===== config.mk =====
export PLATFORM = sky130hd
export DESIGN_NAME = ps2_cmd_sequencer
export DESIGN_NICKNAME = d
export VERILOG_FILES = /design/src/rtl/ps2_pkg.sv /design/src/rtl/ps2_timeout_timer.sv /design/src/rtl/ps2_cmd_sequencer.sv
export SDC_FILE = /design/constraint.sdc
export NUM_CORES = 1
export LEC_CHECK = 0
export BUFFER_PORTS_ARGS = -buffer_cell sky130_fd_sc_hd__buf_2
export CAP_MARGIN = 30
export CELL_PAD_IN_SITES_DETAIL_PLACEMENT = 1
export CELL_PAD_IN_SITES_GLOBAL_PLACEMENT = 2
export CORE_ASPECT_RATIO = 2
export CORE_MARGIN = 4
export CORE_UTILIZATION = 36
export DETAILED_ROUTE_END_ITERATION = 10
export PLACE_DENSITY_LB_ADDON = 0.08
export SETUP_SLACK_MARGIN = 0.15
export SYNTH_ARGS = -nofsm -noshare
export SYNTH_HDL_FRONTEND = slang
export SYNTH_SLANG_ARGS = --single-unit

===== constraint.sdc =====
create_clock -name clk -period 3.05 [get_ports clk]
set_clock_uncertainty 0.05 [all_clocks]
set_input_delay 0.61 -clock clk [delete_from_list [all_inputs] [get_ports clk]]
set_output_delay 0.61 -clock clk [all_outputs]
set_load 0.01 [all_outputs]

===== src/rtl/ps2_pkg.sv =====
// Shared PS/2 keyboard command/response codes and sequencer state types.
package ps2_pkg;

    // Host-to-keyboard commands
    localparam logic [7:0] CMD_RESET    = 8'hFF;
    localparam logic [7:0] CMD_SET_LED  = 8'hED;

    // Keyboard-to-host responses
    localparam logic [7:0] RSP_ACK      = 8'hFA;
    localparam logic [7:0] RSP_RESEND   = 8'hFE;
    localparam logic [7:0] RSP_BAT_OK   = 8'hAA;
    localparam logic [7:0] RSP_BAT_FAIL = 8'hFC;

    typedef enum logic [2:0] {
        ST_IDLE,
        ST_SEND,
        ST_WAIT_TX,
        ST_WAIT_ACK,
        ST_WAIT_BAT,
        ST_ERROR
    } state_e;

    // Which byte of a command sequence is currently in flight
    typedef enum logic [1:0] {
        STEP_RESET,
        STEP_LED_CMD,
        STEP_LED_ARG
    } step_e;

    // Byte transmitted for a given step; the LED argument carries the mask.
    function automatic logic [7:0] step_byte(input step_e step, input logic [2:0] mask);
        case (step)
            STEP_RESET:   return CMD_RESET;
            STEP_LED_CMD: return CMD_SET_LED;
            default:      return {5'b0, mask};
        endcase
    endfunction

endpackage


===== src/rtl/ps2_timeout_timer.sv =====
// Cycle counter that flags expiry when it reaches a programmable limit.
// Holds at the limit until cleared so expired stays asserted while enabled.
module ps2_timeout_timer #(
    parameter int W = 8
) (
    input  logic         clk,
    input  logic         rst,
    input  logic         clear,
    input  logic         enable,
    input  logic [W-1:0] limit,
    output logic         expired
);

    logic [W-1:0] cnt_q, cnt_d;

    assign expired = enable && (cnt_q == limit);

    // Next count: clear wins, otherwise count up while enabled and not at limit
    always_comb begin
        cnt_d = cnt_q;
        if (clear) begin
            cnt_d = '0;
        end else if (enable && !expired) begin
            cnt_d = cnt_q + 1'b1;
        end
    end

    // Count register
    always_ff @(posedge clk) begin
        if (rst) begin
            cnt_q <= '0;
        end else begin
            cnt_q <= cnt_d;
        end
    end

endmodule


===== src/rtl/ps2_cmd_sequencer.sv =====
// PS/2 keyboard command sequencer: runs the reset/BAT/LED init sequence and
// LED updates with ACK/resend/timeout handling; forwards scan codes when idle.
module ps2_cmd_sequencer
    import ps2_pkg::*;
#(
    parameter int ACK_TIMEOUT = 1_000_000,
    parameter int BAT_TIMEOUT = 37_500_000,
    parameter int MAX_RETRY   = 3
) (
    input  logic       clk,
    input  logic       rst,
    input  logic       init_req,
    input  logic       led_req,
    input  logic [2:0] led_mask,
    input  logic [7:0] received_data,
    input  logic       received_data_en,
    output logic [7:0] tx_data,
    output logic       tx_send,
    input  logic       tx_done,
    output logic [7:0] key_data,
    output logic       key_en,
    output logic       busy,
    output logic       done,
    output logic       error
);

    localparam int TW = $clog2(BAT_TIMEOUT + 1);
    localparam int RW = $clog2(MAX_RETRY + 2);

    state_e         state_q, state_d;
    step_e          step_q, step_d;
    logic [RW-1:0]  retry_q, retry_d;
    logic [2:0]     mask_q, mask_d;
    logic           pend_init_q, pend_init_d;
    logic           pend_led_q, pend_led_d;
    logic [7:0]     tx_data_q, tx_data_d;
    logic           busy_q, busy_d;
    logic           done_q, done_d;
    logic           error_q, error_d;
    logic [7:0]     key_data_q, key_data_d;
    logic           key_en_q, key_en_d;

    logic           start;
    logic           do_retry;
    logic           do_error;

    logic           timer_clear;
    logic           timer_en;
    logic [TW-1:0]  timer_limit;
    logic           timer_expired;

    // The timer restarts whenever the FSM changes state, so every wait
    // state begins counting from zero.
    assign timer_clear = (state_d != state_q);
    assign timer_en    = (state_q == ST_WAIT_TX) || (state_q == ST_WAIT_ACK) ||
                         (state_q == ST_WAIT_BAT);
    assign timer_limit = (state_q == ST_WAIT_BAT) ? TW'(BAT_TIMEOUT) : TW'(ACK_TIMEOUT);

    ps2_timeout_timer #(
        .W (TW)
    ) u_timer (
        .clk     (clk),
        .rst     (rst),
        .clear   (timer_clear),
        .enable  (timer_en),
        .limit   (timer_limit),
        .expired (timer_expired)
    );

    assign tx_data  = tx_data_q;
    assign tx_send  = (state_q == ST_SEND);
    assign key_data = key_data_q;
    assign key_en   = key_en_q;
    assign busy     = busy_q;
    assign done     = done_q;
    assign error    = error_q;

    // Next-state, request bookkeeping and registered output values
    always_comb begin
        state_d     = state_q;
        step_d      = step_q;
        retry_d     = retry_q;
        mask_d      = mask_q;
        pend_init_d = pend_init_q;
        pend_led_d  = pend_led_q;
        tx_data_d   = tx_data_q;
        busy_d      = busy_q;
        done_d      = 1'b0;
        error_d     = error_q;
        key_data_d  = key_data_q;
        key_en_d    = 1'b0;
        start       = 1'b0;
        do_retry    = 1'b0;
        do_error    = 1'b0;

        // Requests arriving outside IDLE are queued; the newest LED mask wins
        if (state_q != ST_IDLE) begin
            if (led_req) begin
                pend_led_d = 1'b1;
                mask_d     = led_mask;
            end
            if (init_req) begin
                pend_init_d = 1'b1;
            end
        end

        case (state_q)
            ST_IDLE: begin
                if (received_data_en) begin
                    key_data_d = received_data;
                    key_en_d   = 1'b1;
                end
                // Init (new or pending) beats LED; a coincident led_req only
                // supplies the mask for the init's trailing LED phase.
                if (init_req || pend_init_q) begin
                    start       = 1'b1;
                    step_d      = STEP_RESET;
                    pend_init_d = 1'b0;
                    if (led_req) mask_d = led_mask;
                end else if (led_req || pend_led_q) begin
                    start      = 1'b1;
                    step_d     = STEP_LED_CMD;
                    pend_led_d = 1'b0;
                    if (led_req) mask_d = led_mask;
                end
                if (start) begin
                    state_d   = ST_SEND;
                    retry_d   = '0;
                    busy_d    = 1'b1;
                    error_d   = 1'b0;
                    tx_data_d = step_byte(step_d, mask_d);
                end
            end

            ST_SEND: begin
                state_d = ST_WAIT_TX;
            end

            ST_WAIT_TX: begin
                if (tx_done) begin
                    state_d = ST_WAIT_ACK;
                end else if (timer_expired) begin
                    do_retry = 1'b1;
                end
            end

            ST_WAIT_ACK: begin
                if (received_data_en && received_data == RSP_ACK) begin
                    retry_d = '0;
                    case (step_q)
                        STEP_RESET: begin
                            state_d = ST_WAIT_BAT;
                        end
                        STEP_LED_CMD: begin
                            step_d    = STEP_LED_ARG;
                            state_d   = ST_SEND;
                            tx_data_d = step_byte(STEP_LED_ARG, mask_d);
                        end
                        default: begin
                            state_d = ST_IDLE;
                            busy_d  = 1'b0;
                            done_d  = 1'b1;
                        end
                    endcase
                end else if (received_data_en && received_data == RSP_RESEND) begin
                    do_retry = 1'b1;
                end else if (!received_data_en && timer_expired) begin
                    do_retry = 1'b1;
                end
            end

            ST_WAIT_BAT: begin
                if (received_data_en && received_data == RSP_BAT_OK) begin
                    step_d    = STEP_LED_CMD;
                    state_d   = ST_SEND;
                    retry_d   = '0;
                    tx_data_d = step_byte(STEP_LED_CMD, mask_d);
                end else if (received_data_en && received_data == RSP_BAT_FAIL) begin
                    do_error = 1'b1;
                end else if (!received_data_en && timer_expired) begin
                    do_error = 1'b1;
                end
            end

            ST_ERROR: begin
                state_d = ST_IDLE;
            end

            default: begin
                state_d = ST_IDLE;
            end
        endcase

        // Resend the same byte until the retry budget is spent
        if (do_retry) begin
            if (retry_q >= RW'(MAX_RETRY)) begin
                do_error = 1'b1;
            end else begin
                retry_d = retry_q + 1'b1;
                state_d = ST_SEND;
            end
        end

        // Error drops busy immediately and leaves the sticky flag set
        if (do_error) begin
            state_d = ST_ERROR;
            error_d = 1'b1;
            busy_d  = 1'b0;
        end
    end

    // State and output registers
    always_ff @(posedge clk) begin
        if (rst) begin
            state_q     <= ST_IDLE;
            step_q      <= STEP_RESET;
            retry_q     <= '0;
            mask_q      <= 3'b000;
            pend_init_q <= 1'b0;
            pend_led_q  <= 1'b0;
            tx_data_q   <= 8'h00;
            busy_q      <= 1'b0;
            done_q      <= 1'b0;
            error_q     <= 1'b0;
            key_data_q  <= 8'h00;
            key_en_q    <= 1'b0;
        end else begin
            state_q     <= state_d;
            step_q      <= step_d;
            retry_q     <= retry_d;
            mask_q      <= mask_d;
            pend_init_q <= pend_init_d;
            pend_led_q  <= pend_led_d;
            tx_data_q   <= tx_data_d;
            busy_q      <= busy_d;
            done_q      <= done_d;
            error_q     <= error_d;
            key_data_q  <= key_data_d;
            key_en_q    <= key_en_d;
        end
    end

endmodule


# Word level (Yosys, flattened, before mapping)
# Cells that the tools add are included.
dict set report word_totals {
  regBits 59
  latch_bits 0
  ram_bits 0
  mem_bits_ro 0
  in_bits 17
  output_inout_bits 21
  word_cells 134
  mem_count 0
}
dict set report classes {
  add_sub_neg 2
  multipliers 0
  n_div 0
  n_lt_le_gt_ge 1
  eq_ne 17
  shifts 0
  mux 67
  bitwise 3
  n_reduce_logical 31
}
# operator n
set op_table {}
lappend op_table {{3-bit two-way mux} 18}
lappend op_table {{8-bit equality test (second input constant)} 4}
lappend op_table {{8-bit two-way mux} 4}
lappend op_table {{1-bit two-way mux} 30}
lappend op_table {{26-bit by 1-bit adder with 26-bit output (second input constant)} 1}
lappend op_table {{26-bit equality test} 1}
lappend op_table {{26-bit two-way mux} 1}
lappend op_table {{8-bit one-hot mux with 3 select lines} 1}
lappend op_table {{8-bit one-hot mux with 2 select lines} 1}
lappend op_table {{3-bit one-hot mux with 5 select lines} 1}
lappend op_table {{2-bit two-way mux} 6}
lappend op_table {{3-bit one-hot mux with 3 select lines} 1}
lappend op_table {{2-bit by 1-bit != test with 1-bit output (second input constant)} 4}
lappend op_table {{4-bit AND reduction} 2}
lappend op_table {{2-bit OR reduction} 4}
lappend op_table {{1-bit logical AND} 7}
lappend op_table {{3-bit by 2-bit equality test with 1-bit output (second input constant)} 2}
lappend op_table {{2-bit one-hot mux with 3 select lines} 1}
lappend op_table {{3-bit one-hot mux with 2 select lines} 1}
lappend op_table {{2-bit nonzero test} 3}
lappend op_table {{3-bit nonzero test} 2}
lappend op_table {{5-bit AND reduction} 1}
lappend op_table {{2-bit by 1-bit equality test with 1-bit output (second input constant)} 2}
lappend op_table {{2-bit zero test} 2}
lappend op_table {{other kinds (13)} 21}

# Logic depth before layout (Yosys ltp)
# Gate-level depths: netlist (run 1).
dict set report logic_depth {
  word_depth 14
  ltp_mapped 9
  ltp_nobuf 8
}

# Hierarchy
# From an unflattened synthesis (run 1), not the netlist that was laid out.
dict set report hier_totals {
  cells_unflattened 374
  area_unflattened_um2 3114.2
}
# module n_inst cells_each area_per_inst_um2 seq_area_each_um2
set modules_own_cells {}
lappend modules_own_cells {ps2_timeout_timer 1 191 1591.5 520.5}
lappend modules_own_cells {ps2_cmd_sequencer 1 183 1522.7 600.6}

# Worst setup path before layout (run 1)
# Ideal clock, no wire load.
dict set report synth_timing {
  path_type {in2reg}
  startpoint {in received_data_en}
  endpoint {reg u_timer.cnt_q[11]}
  setup_time_ns 0.119
  arrival_time_ns 2.136
  t_required_ns 2.881
  path_slack_ns 0.744
  stages 9
  n_path_buf 3
  cell_sequence {buf_6 nand2_4 or4_4 buf_6 nand2_4 o311ai_4 o2111ai_4 buf_6 a21oi_2}
}
dict set report synth_between {
  elab_chain_len 11
  word_cells_on_any_way 23
  cone_classes {eq/ne: 1; mux: 15; reduce/logical: 7}
}
# element line_no
set synth_rtl {}
lappend synth_rtl {{start: declaration} ps2_cmd_sequencer.sv:16} ;# input logic received_data_en,
lappend synth_rtl {{1-bit zero test} {ps2_cmd_sequencer.sv:167, ps2_cmd_sequencer.sv:180}}
lappend synth_rtl {{1-bit logical AND} {ps2_cmd_sequencer.sv:167, ps2_cmd_sequencer.sv:180}}
lappend synth_rtl {{1-bit two-way mux} {ps2_cmd_sequencer.sv:167, ps2_cmd_sequencer.sv:180}}
lappend synth_rtl {{1-bit two-way mux} ps2_cmd_sequencer.sv:178} ;# end else if (received_data_en && received_data == RSP_BAT_FAIL) begin
lappend synth_rtl {{1-bit two-way mux} ps2_cmd_sequencer.sv:173} ;# if (received_data_en && received_data == RSP_BAT_OK) begin
lappend synth_rtl {{1-bit two-way mux} ps2_cmd_sequencer.sv:107} ;# case (state_q)
lappend synth_rtl {{1-bit two-way mux} ps2_cmd_sequencer.sv:196} ;# if (retry_q >= RW'(MAX_RETRY)) begin
lappend synth_rtl {{1-bit two-way mux} ps2_cmd_sequencer.sv:195} ;# if (do_retry) begin
lappend synth_rtl {{3-bit two-way mux (*)} ps2_cmd_sequencer.sv:205} ;# if (do_error) begin
lappend synth_rtl {{3-bit != test (*)} ps2_cmd_sequencer.sv:54} ;# assign timer_clear = (state_d != state_q);
lappend synth_rtl {{2-bit OR reduction (no source line) (*)} --}
lappend synth_rtl {{end signal: assignment} ps2_timeout_timer.sv:33} ;# cnt_q <= cnt_d;
lappend synth_rtl {{end: declaration} ps2_timeout_timer.sv:14} ;# logic [W-1:0] cnt_q, cnt_d;
# Mark *: on every way between the ends. The rest lies on a longest branch, timed or not.
# A chain may end at the register's enable or synchronous reset.

# Worst setup path after layout (run 1)
dict set report layout_timing {
  startpoint {reg u_timer.cnt_q[0]}
  endpoint {reg u_timer.cnt_q[21]}
}
dict set report layout_between {
  elab_chain_len 12
  word_cells_on_any_way 21
  cone_classes {add/sub: 1; eq/ne: 2; mux: 13; reduce/logical: 5}
}
# element line_no
set layout_rtl {}
lappend layout_rtl {{26-bit equality test} ps2_timeout_timer.sv:16} ;# assign expired = enable && (cnt_q == limit);
lappend layout_rtl {{1-bit logical AND} ps2_timeout_timer.sv:16}
lappend layout_rtl {{1-bit logical AND} {ps2_cmd_sequencer.sv:167, ps2_cmd_sequencer.sv:180}}
lappend layout_rtl {{1-bit two-way mux} {ps2_cmd_sequencer.sv:167, ps2_cmd_sequencer.sv:180}}
lappend layout_rtl {{1-bit two-way mux} ps2_cmd_sequencer.sv:178}
lappend layout_rtl {{1-bit two-way mux} ps2_cmd_sequencer.sv:173}
lappend layout_rtl {{1-bit two-way mux} ps2_cmd_sequencer.sv:107}
lappend layout_rtl {{1-bit two-way mux} ps2_cmd_sequencer.sv:196}
lappend layout_rtl {{1-bit two-way mux} ps2_cmd_sequencer.sv:195}
lappend layout_rtl {{3-bit two-way mux} ps2_cmd_sequencer.sv:205}
lappend layout_rtl {{3-bit != test} ps2_cmd_sequencer.sv:54}
lappend layout_rtl {{2-bit OR reduction (no source line)} --}
# Parallel ways exist; a longest one is shown, timed or not.

==> results.toml, run 1 <==
[place]
hpwlAfterDp_um = 6790
place_ws_ns = 0.318
gp_congestion = 0.784
io_buffer_count = 37

[critical_path]
r2r_end = "u_timer.cnt_q[21]"
r2r_cells = 9
end_kind = "flop"
critPathCapture = "u_timer.cnt_q[21]"
reg2reg_setup_slack_ns = 0.43
path_class = "reg -> reg"
startpoint = "u_timer.cnt_q[0]"
start_kind = "flop"
crit_arrival_ns = 2.74
required_ns = 3.17
r2r-start = "u_timer.cnt_q[0]"
crit_fanout = 26

[clocking]
cts_made_buffers = 5
cts.path.max_buffers = 2
cts_hold_buf = 0
clockRootBuffer = "clkbuf_16"
clk_pin_slew_worst_paths_ns = 0.07
cts_tree = "yes"
cts_sinks = 56
cts_resized = 0
cts_max_level = 2
clk-insertion-delay-late_ns = 0.30
cts_setup_buffers = 0

[floorplanning]
start_util = 0.368
core_area_um2 = 8590
die_h_um = 140
design.die.area_um2 = 10400
io_pins = 38
die_w_um = 74.2
placementRows = 48

[detailed_routing]
ant_nets = 0
dr_total_vias = 2651
first_iter_violations = 70
routed_wl_um = 8580
drc = 0
firstDrtPassIters = 4
viasPerCell = 5.50
wl_per_cell_um = 17.8

[synth]
synth_fp_nets = 368
ys_seq_elements = 56
syn_inst = 347
async_flop_share = 0
yosysSeqAreaShare = 0.355
synth_edf_count = 0
yosys_warnings = 0
syn-mean-instance-area_um2 = 9.10
synth_area_um2 = 3160
synth_flop_cell = "dfxtp_1"
ys_types = 65

[grt]
grt.met1_usage = 0.176
grt_first_pass_wirelength_um = 14100
grt_use_met2 = 0.340
grtUsageMet3 = 0.0259
grt.busiest_layer = "met2"
grt_max_degree = 31
overflow = 0
grt_pass1_vias = 2809
grt_antenna_before_repair = 0
track_usage = 0.176

[pwr]
clockPowerShare = 0.378
leakage_nw = 1.31
vdd_ir_drop_max_v = 0.000287
sequentialPowerShare = 0.442
p_comb_frac = 0.179
power.switching_mw = 0.511
cellPowerDensity_nw_per_um2 = 506
internal_power_mw = 1.30
p_sw_frac = 0.282

[cells_and_area]
fillers = 1039
diodes = 0
multi_input_area_um2 = 1870
nets = 402
areaGrowthSynthToFinish_pct = 13.4
drive_above_1_share = 0.251
seq_area_um2 = 1120

[timing]
maxSlewViolCount = 0
timing.setup.tns_ns = 0
fin_ws_ns = 0.433
setup_viol = 0
post-route-period-util = 0.858
tightest_slew_ns = 0.656
post-route-min-period_ns = 2.62
slew_headroom = 0.559
final_hold_viol_count = 0
rsz0062_at_grt = "no"
fmax_ghz = 0.382

[hold_path]
hold_class = "reg -> reg"
min-delay-start = "key_data[7]"

[run]
maxCapViolations = 0

[run_status]
status = "completed"
[per-stage QoR]
| step | hold WS, ns | std cells | total power [mW] | utilization | cell area (µm²) |
|---|---|---|---|---|---|
| 6_report | 0.404 | 482 | 1.81 | 0.417 | 3580 |
| 2_1_floorplan | 0.399 | 347 | 1.05 | - | 3160 |
| 5_1_grt | 0.423 | 482 | 1.91 | 0.417 | 3580 |
| 3_3_place_gp | 0.390 | 474 | 1.15 | 0.396 | 3400 |
| 3_5_place_dp | 0.395 | 474 | 1.15 | 0.396 | 3400 |
| 4_1_cts | 0.405 | 482 | 1.84 | 0.417 | 3580 |
[sequential cells by signal (all words and copies together), names as in the netlist]
register and count:
done 1, u_timer.cnt_q 26, key_data 8, retry_q 3, key_en 1, busy 1, pend_led_q 1, step_q 2
mask_q 3, tx_data 5, state_q 3, error 1, pend_init_q 1
[logic make-up (layout without fill, tap and decap cells)]
group / Yosys count / after routing / synth area share
compound gates: 83 / 83 / 0.204
mux: 9 / 9 / 0.0285
xor+xnor: 26 / 26 / 0.0781
fa+ha+maj: 4 / 4 / 0.0158
flops: 56 / 56 / 0.355
buf+inv: 26 / 61 / 0.0551
simple gates: 143 / 143 / 0.263
[worst max-delay path, cell delays in order, from the launching register on]
cell	delay, ns
dfxtp_1	0.35
inv_1	0.10
ha_1	0.19
nor4b_2	0.22
nand4_1	0.24
or2_4	0.33
o31a_2	0.38
nand4_4	0.09
buf_4	0.38
a21oi_1	0.13
[synth_stat cells, types with 9 or more instances]
cell	count	area [µm²]
a21oi_1	22	110
a21oi_2	21	184
dfxtp_1	56	1120
mux2i_1	9	90.1
nand2_1	32	120
nand3_1	13	65.1
nand4_1	15	93.8
nor2_1	25	93.8
nor3_1	12	60.1
o21ai_0	10	50.1
xor2_1	18	158
[routing by layer]
metal	wire [µm]	up-vias
met5	0	-
met4	272	0
met3	228	18
met2	5020	41
met1	3070	1264
li1	-	1328
[layout by cell type, fill, tap and decap left out, drive strengths merged, types with 5 or more instances in the layout]
| cell type | count |
|---|---|
| a21oi | 43 |
| mux2i | 9 |
| buf | 46 |
| nand2 | 34 |
| dfxtp | 56 |
| nand3 | 13 |
| and3 | 5 |
| nand4 | 16 |
| xnor2 | 8 |
| nor2 | 25 |
| o21ai | 11 |
| inv | 7 |
| nor3 | 12 |
| clkbuf | 6 |
| xor2 | 18 |
[final cells by class]
| class | instances | area share |
|---|---|---|
| Inverter | 7 | 0.00734 |
| Tap cell | 100 | 0.0349 |
| Timing Repair Buffer | 46 | 0.0741 |
| Sequential cell | 56 | 0.313 |
| Clock buffer | 6 | 0.0388 |
| Multi-Input combinational cell | 265 | 0.521 |
| Clock inverter | 2 | 0.0108 |
[worst min-delay path by stage]
stage,endpoint,cells past startpoint
after floorplan,retry_q[2],2
after global placement,key_data[7],2
after detailed placement,key_data[7],2
after CTS,key_data[7],2
after global routing,key_data[7],2
final,key_data[7],2
[power groups by stage]
stage / combinational (mW) / sequential, mW / clock, mW
final: 0.325 / 0.801 / 0.686
after global routing: 0.359 / 0.808 / 0.746
after CTS: 0.332 / 0.802 / 0.711
after detailed placement: 0.331 / 0.819 / 0
after global placement: 0.330 / 0.818 / 0
after floorplan: 0.235 / 0.819 / 0
No activity file was read; power rests on OpenSTA's default activity.
==> run 2: changes to the inputs <==
CORE_UTILIZATION = 35   (was 36)
GPL_TIMING_DRIVEN = 0   (was unset)
SYNTH_HIERARCHICAL = 1   (was unset)
==> run 2 against run 1 <==
  * The flow now finishes with violations (setup timing)
  * Via count is 22% higher
  * Clock power is 11% lower
  * Global-route usage is 4.3 points higher
  * Synthesized cell count is 7.8% higher
  * Core utilization is 6.8 points higher
  * Sequential power hardly changed
  * Critical path depth is 9 higher
  * Flip-flop and latch count stayed put
  * Largest cell class unchanged
==> results.toml, run 2 <==
[run_status]
status = "finished, violations left"
failed_checks = "setup timing"

[grt]
grt_pass1_vias = 3318
grtUsageMet3 = 0.0248
grt_use_met2 = 0.448
grt_antenna_before_repair = 0
overflow = 0
grt_first_pass_wirelength_um = 17200
grt.busiest_layer = "met2"
grt_max_degree = 20
grt.met1_usage = 0.186
track_usage = 0.219

[floorplanning]
die_h_um = 141
die_w_um = 74.7
io_pins = 38
design.die.area_um2 = 10600
start_util = 0.360
core_area_um2 = 8650
placementRows = 48

[critical_path]
start_kind = "flop"
path_class = "reg -> reg"
crit_fanout = 7
crit_arrival_ns = 3.44
required_ns = 3.23
end_kind = "flop"

[clocking]
cts_made_buffers = 5
clk_pin_slew_worst_paths_ns = 0.08
clk-insertion-delay-late_ns = 0.30
cts.path.max_buffers = 2
cts_tree = "yes"
cts_hold_buf = 0
clockRootBuffer = "clkbuf_16"
cts_sinks = 56
cts_max_level = 2

[timing]
tightest_slew_ns = 1.03
setup_viol = 31
fin_ws_ns = -0.211
maxSlewViolCount = 0
post-route-period-util = 1.07
post-route-min-period_ns = 3.26
rsz0062_at_grt = "yes"
slew_headroom = 0.304
holdWs_ns = 0.404
final_hold_viol_count = 0
fmax_ghz = 0.307

[synth]
synth_edf_count = 0
synth_top_area_frac = 0.360
yosysTopAreaCell = "dfxtp_1"
yosysSeqAreaShare = 0.360
syn_inst = 374
yosys_warnings = 6
async_flop_share = 0
synth.area.top_cells = "dfxtp_1, xor2_1, nand2_1, a21oi_1, nor2_1"
synth_area_um2 = 3110
syn-mean-instance-area_um2 = 8.33
synth_common_cells = "dfxtp_1, nand2_1, nor2_1, xor2_1, a21oi_1"
ys_types = 62
post-synth-top-count-cell = "dfxtp_1"
ys_seq_elements = 56
synth_flop_cell = "dfxtp_1"

[pwr]
cellPowerDensity_nw_per_um2 = 448
internal_power_mw = 1.29
leakage_nw = 1.72
sequentialPowerShare = 0.425
vdd_ir_drop_max_v = 0.000239
p_sw_frac = 0.312
power.switching_mw = 0.586
clockPowerShare = 0.326
p_comb_frac = 0.249

[detailed_routing]
firstDrtPassIters = 4
dr_total_vias = 3224
drc = 0
ant_nets = 0
routed_wl_um = 11300
wl_per_cell_um = 20.0
first_iter_violations = 121
viasPerCell = 5.71

[cells_and_area]
drive_above_1_share = 0.301
areaGrowthSynthToFinish_pct = 34.8
largest_reg_flops = 26
layout.cells.non_filler = 565
finalInstanceArea_um2 = 4200
largest_register = "u_timer/cnt_q"
fin_util = 0.485
nets = 484
diodes = 0
final_common_cell = "dfxtp_1"
final_cell_mix = "dfxtp_1, nand2_1, buf_2"

[hold_path]
hold_class = "reg -> reg"

[place]
io_buffer_count = 36
place_ws_ns = -1.02
gp_congestion = 0.835
hpwlAfterDp_um = 8140
placed_cells = 523
placed_area_um2 = 3530

[run]
maxCapViolations = 0
## run 2: cell count changes in the layout (fill, tap and decap cells not counted), sizes merged, moves of 7 or more
cell / previous run / this run
nand2: 34 / 46
nor4: 4 / 16
xor2: 18 / 32
buf: 46 / 78
a21oi: 43 / 31
nor2: 25 / 32
conb: 0 / 15
o21ai: 11 / 19
or3: 1 / 16
## run 2: area by class of cell
cell class	count	area [µm²]
multi-input combinational	310	2160
clock inverter	3	27.5
fill	1085	4450
sequential	56	1120
buffer	16	145
clock buffer	5	125
timing repair inverter	1	6.26
tap	100	125
timing repair buffer	69	458
inverter	5	31.3
## run 2: path summary, 6_finish.rpt
check                           cells after the start          end        start  slack, ns
worst max-delay path                               18        error   state_q[1]      -0.21
worst min-delay path                                2  key_data[5]  key_data[5]       0.40
worst max register to register                     18        error   state_q[1]      -0.21
worst min register to register                      2  key_data[5]  key_data[5]       0.40
## run 2: logic make-up (layout without fill, tap and decap cells)
logic type,after synthesis,count (layout),synth area share
adders and majority gates,3,3,0.0121
DFF,56,56,0.360
muxes,7,7,0.0225
and+or+nand+nor,167,167,0.301
buffers and inverters,21,99,0.0333
xor gates and xnor gates,34,34,0.0956
other,2,15,0.00241
AOI/OAI and AO/OA,84,84,0.174
## run 2: timing repair
item,4_1_cts,5_1_grt
gates resized for setup,34,12
setup endpoints to repair,34,33
gates cloned,2,0
pin swaps,19,15
buffers inserted,23,9
## run 2: through the flow
| stage | power, mW | TNS [ns] |
|---|---|---|
| 3_5_place_dp | 1.19 | -25.95 |
| 5_1_grt | 1.98 | -8.71 |
| 4_1_cts | 1.88 | -2.89 |
| 6_report | 1.88 | -3.85 |
| 3_3_place_gp | 1.19 | -25.60 |
| 2_1_floorplan | 1.05 | 0 |
## run 2: power by group through the flow
stage / combinational (mW) / clock (mW) / sequential [mW]
finish: 0.469 / 0.612 / 0.798
global route: 0.510 / 0.662 / 0.804
CTS: 0.447 / 0.630 / 0.799
detailed placement: 0.377 / 0 / 0.817
global placement: 0.373 / 0 / 0.815
floorplan: 0.232 / 0 / 0.822
## run 2: routing by layer
| metal | up-vias | part of all wire |
|---|---|---|
| met5 | - | 0 |
| met4 | 0 | 0.062 |
| met3 | 42 | 0.028 |
| met2 | 74 | 0.60 |
| met1 | 1582 | 0.31 |
| li1 | 1526 | - |
## run 2: critical path, stage by stage (launching register included)
cell	delay, ns
dfxtp_2	0.33
buf_6	0.11
nor2_4	0.22
nand2_8	0.14
clkinv_8	0.10
xor2_1	0.08
nor4_2	0.37
nand3_2	0.18
nor2_4	0.14
clkbuf_8	0.13
and2_4	0.13
nand3b_1	0.09
and3b_2	0.28
nor2_4	0.04
buf_4	0.15
buf_4	0.12
buf_4	0.13
or2_4	0.24
a31oi_1	0.15
